**src/rtl/t_ff_pkg.sv**
```systemverilog
// ---------------------------------------------------------------------------
// t_ff_pkg
// Shared definitions for the T flip-flop counter slice:
//   - TFF_W       : width of one T cell's T/Q/Qbar ports
//   - mod_is_legal: elaboration-time legality test for a modulus vs. width
// ---------------------------------------------------------------------------
package t_ff_pkg;

  // Each T cell holds exactly one bit of state.
  localparam int TFF_W = 1;

  // A modulus is usable when it spans at least two states and fits in the
  // count width (2**width itself is allowed and wraps naturally).
  function automatic bit mod_is_legal(input int width, input int modulus);
    return (modulus >= 2) && (modulus <= (1 << width));
  endfunction

endpackage

```
**src/rtl/t_ff_cell.sv**
```systemverilog
// ---------------------------------------------------------------------------
// t_ff_cell
// Single toggle flip-flop: Q flips on a rising clk edge whenever T is 1.
// Ports:
//   clk   in   rising-edge clock
//   rst   in   asynchronous reset, active-high, clears Q to 0
//   T     in   toggle request
//   Q     out  stored bit
//   Qbar  out  complement of Q
// ---------------------------------------------------------------------------
module t_ff_cell
  import t_ff_pkg::*;
(
  input  logic             clk,
  input  logic             rst,
  input  logic [TFF_W-1:0] T,
  output logic [TFF_W-1:0] Q,
  output logic [TFF_W-1:0] Qbar
);

  logic [TFF_W-1:0] q_d;
  logic [TFF_W-1:0] q_q;

  always_comb begin
    q_d = q_q ^ T;
  end

  // NOTE: state flops use non-blocking (<=) so every register samples the
  // values from before the edge, independent of process evaluation order.
  always_ff @(posedge clk or posedge rst) begin
    if (rst) begin
      q_q <= '0;
    end else begin
      q_q <= q_d;
    end
  end

  assign Q    = q_q;
  assign Qbar = ~q_q;

endmodule

```
**src/rtl/t_mod_counter.sv**
```systemverilog
// ---------------------------------------------------------------------------
// t_mod_counter
// Synchronous modulo-MOD up/down counter built from WIDTH T flip-flop cells.
// The next count is chosen by a priority mux (load > count > hold) and each
// cell's T input is the XOR of its current and next bit.
// The count width equals the number of T cells; the modulus sets the count
// range 0..MOD-1 and must lie between 2 and 2**WIDTH inclusive.
// Ports:
//   clk       in   rising-edge clock
//   rst       in   asynchronous reset, active-high
//   en        in   count enable
//   up        in   1 = count up, 0 = count down
//   load      in   parallel load strobe, overrides en
//   din       in   load value
//   q         out  current count
//   qbar      out  bitwise complement of q
//   tc        out  terminal count (combinational)
//   wrap      out  one-cycle pulse after a wrap-around edge
//   load_err  out  one-cycle pulse after a load with din >= MOD
// ---------------------------------------------------------------------------
module t_mod_counter
  import t_ff_pkg::*;
#(
  parameter int WIDTH = 4,
  parameter int MOD   = 10
) (
  input  logic             clk,
  input  logic             rst,
  input  logic             en,
  input  logic             up,
  input  logic             load,
  input  logic [WIDTH-1:0] din,
  output logic [WIDTH-1:0] q,
  output logic [WIDTH-1:0] qbar,
  output logic             tc,
  output logic             wrap,
  output logic             load_err
);

  if (!mod_is_legal(WIDTH, MOD)) begin : g_mod_check
    $error("t_mod_counter: MOD must satisfy 2 <= MOD <= 2**WIDTH");
  end

  // Top count value and the modulus widened by one bit so MOD = 2**WIDTH
  // still compares correctly against din.
  localparam logic [WIDTH-1:0] MAX_CNT = WIDTH'(MOD - 1);
  localparam logic [WIDTH:0]   MOD_W   = (WIDTH + 1)'(MOD);

  logic [WIDTH-1:0] cnt_nxt;
  logic [WIDTH-1:0] t_vec;
  logic             wrap_d;
  logic             wrap_q;
  logic             load_err_d;
  logic             load_err_q;

  // NOTE: every signal written here gets a default first, so no path leaves
  // a value unassigned and no latch is inferred.
  always_comb begin
    cnt_nxt    = q;
    load_err_d = 1'b0;
    tc         = 1'b0;

    if (load) begin
      if ({1'b0, din} < MOD_W) begin
        cnt_nxt = din;
      end else begin
        cnt_nxt    = '0;
        load_err_d = 1'b1;
      end
    end else if (en) begin
      if (up) begin
        tc      = (q == MAX_CNT);
        cnt_nxt = tc ? '0 : q + WIDTH'(1);
      end else begin
        tc      = (q == '0);
        cnt_nxt = tc ? MAX_CNT : q - WIDTH'(1);
      end
    end

    // A terminal-count cycle with en and no load is exactly a wrap edge.
    wrap_d = tc;
  end

  // Each cell toggles only where the next count differs from the current one.
  assign t_vec = q ^ cnt_nxt;

  for (genvar i = 0; i < WIDTH; i++) begin : g_cell
    t_ff_cell u_cell (
      .clk  (clk),
      .rst  (rst),
      .T    (t_vec[i]),
      .Q    (q[i]),
      .Qbar (qbar[i])
    );
  end

  always_ff @(posedge clk or posedge rst) begin
    if (rst) begin
      wrap_q     <= 1'b0;
      load_err_q <= 1'b0;
    end else begin
      wrap_q     <= wrap_d;
      load_err_q <= load_err_d;
    end
  end

  assign wrap     = wrap_q;
  assign load_err = load_err_q;

endmodule
```
**config.mk**
```make
export PLATFORM = sky130hd
export DESIGN_NAME = t_mod_counter
export DESIGN_NICKNAME = d
export VERILOG_FILES = /design/src/rtl/t_ff_pkg.sv /design/src/rtl/t_ff_cell.sv /design/src/rtl/t_mod_counter.sv
export SDC_FILE = /design/constraint.sdc
export NUM_CORES = 1
export LEC_CHECK = 0
export CELL_PAD_IN_SITES_DETAIL_PLACEMENT = 0
export CELL_PAD_IN_SITES_GLOBAL_PLACEMENT = 1
export CORE_MARGIN = 3
export CORE_UTILIZATION = 32
export DETAILED_ROUTE_END_ITERATION = 16
export PLACE_DENSITY_LB_ADDON = 0.3
export SKIP_CTS_REPAIR_TIMING = 1
export SYNTH_ARGS = -nofsm -noshare
export SYNTH_HDL_FRONTEND = slang
export SYNTH_HIERARCHICAL = 1
export SYNTH_SLANG_ARGS = --single-unit
```
**constraint.sdc**
```tcl
create_clock -name clk -period 4.5 [get_ports clk]
set_input_delay 0.45 -clock clk [delete_from_list [all_inputs] [get_ports clk]]
set_output_delay 0.45 -clock clk [all_outputs]
set_load 0.02 [all_outputs]
```
==> run_results.csv <==
group,metric,value,unit
run_status,run_status,"finished clean",
clock_network,cts_buffer_depth,2,
synth,async_reset_ff_share,100,%
power,finalPower,0.473,mW
place,portBuffers,19,
timing,fin_tns_setup,0,ps
clock_network,cts_tree,"yes",
detailed_routing,wl,1.12,mm
place,placed_area,732,sq um
power,p_leak,0.355,nW
finish,utilization,48.9,%
synth,synth_area_leaders,"dfrtp_1 28%, inv_1 9.1%, ha_1 7.0%, xnor2_1 6.5%, xor2_1 6.5%",
detailed_routing,firstDrtPassIters,4,
timing,rsz0062_at_grt,"false",
finish,fin_cells,103,
floorplan,io_pins,20,
detailed_routing,drt_iter0_drc,5,
clock_network,clk_latency,240,ps
detailed_routing,drc,0,
critical_path,cpMaxStageDelayCell,"clkdlybuf4s50_1",
grt,grt_use_met2,18.4,%
synth,synth_cells,67,
synth,syn_nets,79,
synth,ys_seq_area_share,28.0,%
clock_network,root_buffer,"clkbuf_4",
synth,yosysWarnings,6,
place,dp_slack,1780,ps
timing,drv_slew,0,
critical_path,cp.arrival,2330,ps
finish,fin_area,754,sq um
power,peakVddDrop,202,uV
timing,final.setup.worst_slack,1720,ps
finish,insertedDiodeCount,0,
critical_path,crit_fanout,7,
synth,syn_area_per_cell,8.01,sq um
synth,ys.flop_type,"dfrtp_1",
detailed_routing,via_count,503,
synth,synth_top_area_share,28.0,%
timing,setup_viol,0,
grt,grt.met1_usage,14.0,%
power,power.density,627,nW/um^2
worst_hold_path,hold_path.class,"in -> async",
critical_path,crit_chain,"inv_1, ha_1, nor3b_2, nor2_1, nor3_1, clkdlybuf4s50_1",
grt,antenna_found_initial,0,
timing,hold_slack,473,ps
place,place_inst,100,
floorplan,core_area,1540,sq um
timing,fmax,360,MHz
synth,synth_commonest_cells,"13 x inv_1, 9 x nor2_1, 6 x dfrtp_1, 6 x nand2_1",
detailed_routing,ant_nets,0,
grt,grt_pass1_wl,1.78,mm
synth,yosysUniqueCellTypes,25,
clock_network,cts_sinks,6,
floorplan,die_y,47.0,um
timing,hold_viol,0,
critical_path,crit_path_max_incr_delay,660,ps
clock_network,cts.reportedPaths.clkPinSlew,40,ps
critical_path,crit_buf_inv,2,
critical_path,cp_top_family,"buffers and inverters",
detailed_routing,avgRoutedWirePerCell,10.9,um
grt,use_met3,2.30,%
synth,yosys.area.top_type,"dfrtp_1",
floorplan,die_area,2200,sq um
timing,max-slew-margin-rel,76.5,%
timing,period_minus_slack,2780,ps
floorplan,die_w,47.0,um
floorplan,rows,14,
critical_path,worstSetupPathType,"reg -> out",
synth,ys_ff_latch,6,
grt,grt_max_degree,12,
clock_network,h-tree-depth,1,
critical_path,endpoint_kind,"output port",
timing,worstMarginPinSlew,352,ps
grt,grt_pass1_vias,431,
clock_network,cts_buffers,3,
job,drv_cap,0,
timing,period_share,61.7,%
floorplan,start_util,34.8,%
critical_path,cp_data_required_time,4050,ps
grt,grt_overflow,0,
place,dp_hpwl,925,um
detailed_routing,viasPerCell,4.88,
synth,synth-edff-count,0,
finish,drive_above_1_share,6.90,%
finish,area_growth,40.6,%
critical_path,startpoint_type,"flip-flop",
synth,synth.most_common_cell,"inv_1",
place,finalWeightedCongestion,0.777,
grt,grt.total_usage,11.2,%
synth,syn_area,537,sq um
timing,skew,1.75,ps
finish,fillers,168,
finish,nets,101,
grt,top_usage_layer,"met2",
## layer usage
layer | vias to the layer above | wire length (um) | part of all wire [%]
li1 | 257 | - | -
met2 | 16 | 536 | 48
met5 | - | 0 | 0
met3 | 2 | 80 | 7.1
met4 | 0 | 19 | 1.7
met1 | 228 | 489 | 44
## cells by family after synthesis
group | share of synthesized area [%]
xor gates and xnor gates | 13.1
DFF | 28.0
and+or+nand+nor | 21.0
AOI/OAI and AO/OA | 15.4
adders and majority gates | 6.99
muxes | 3.73
buffers and inverters | 11.9
## power breakdown
group | switching, mW | total (mW) | internal, mW
Sequential | 0.0485 | 0.123 | 0.0750
Clock | 0.0189 | 0.0490 | 0.0301
Combinational | 0.147 | 0.300 | 0.153
## flip-flops by register name (all words and copies together) (netlist names)
signal	cells
g_cell.u_cell/Q	4
load_err	1
wrap	1
## cells in the final DEF, fill, tap and decap left out
cell type        count
clkdlybuf4s50_1     19
inv_1               13
nor2_1               9
nand2_1              6
dfrtp_1              6
xnor2_1              4
xor2_1               4
o21ai_1              3
ha_1                 3
clkbuf_4             3
mux2i_1              2
nor2b_1              2
and3_4               1
o32ai_1              1
nor3b_2              1
o21bai_2             1
a211oi_1             1
a311o_1              1
o22ai_1              1
a22oi_1              1
a2bb2oi_1            1
nand3b_1             1
nor3b_1              1
o31ai_1              1
nor3_1               1
## worst paths after layout
check / cells after the start / slack [ps] / to / startpoint
worst max register to register: 7 / 2560 / g_cell[1].u_cell/Q / g_cell[0].u_cell/Q
worst min-delay path: 2 / 470 / g_cell[3].u_cell/Q / rst
worst max-delay path: 6 / 1720 / tc / g_cell[0].u_cell/Q
max in group asynchronous: 2 / 3890 / load_err / rst
min in group clk: 1 / 610 / g_cell[1].u_cell/Q / g_cell[1].u_cell/Q
worst min register to register: 1 / 610 / g_cell[1].u_cell/Q / g_cell[1].u_cell/Q
## area by class of cell
class	instances	area, sq um	share of cell area [%]
multi-input cells	46	323	42.8
well taps	16	20.0	2.65
clock buffers	3	22.5	2.99
repair buffers	19	190	25.2
inverters	13	48.8	6.47
flip-flops and latches	6	150	19.9
(Power assumes the default switching activity.)
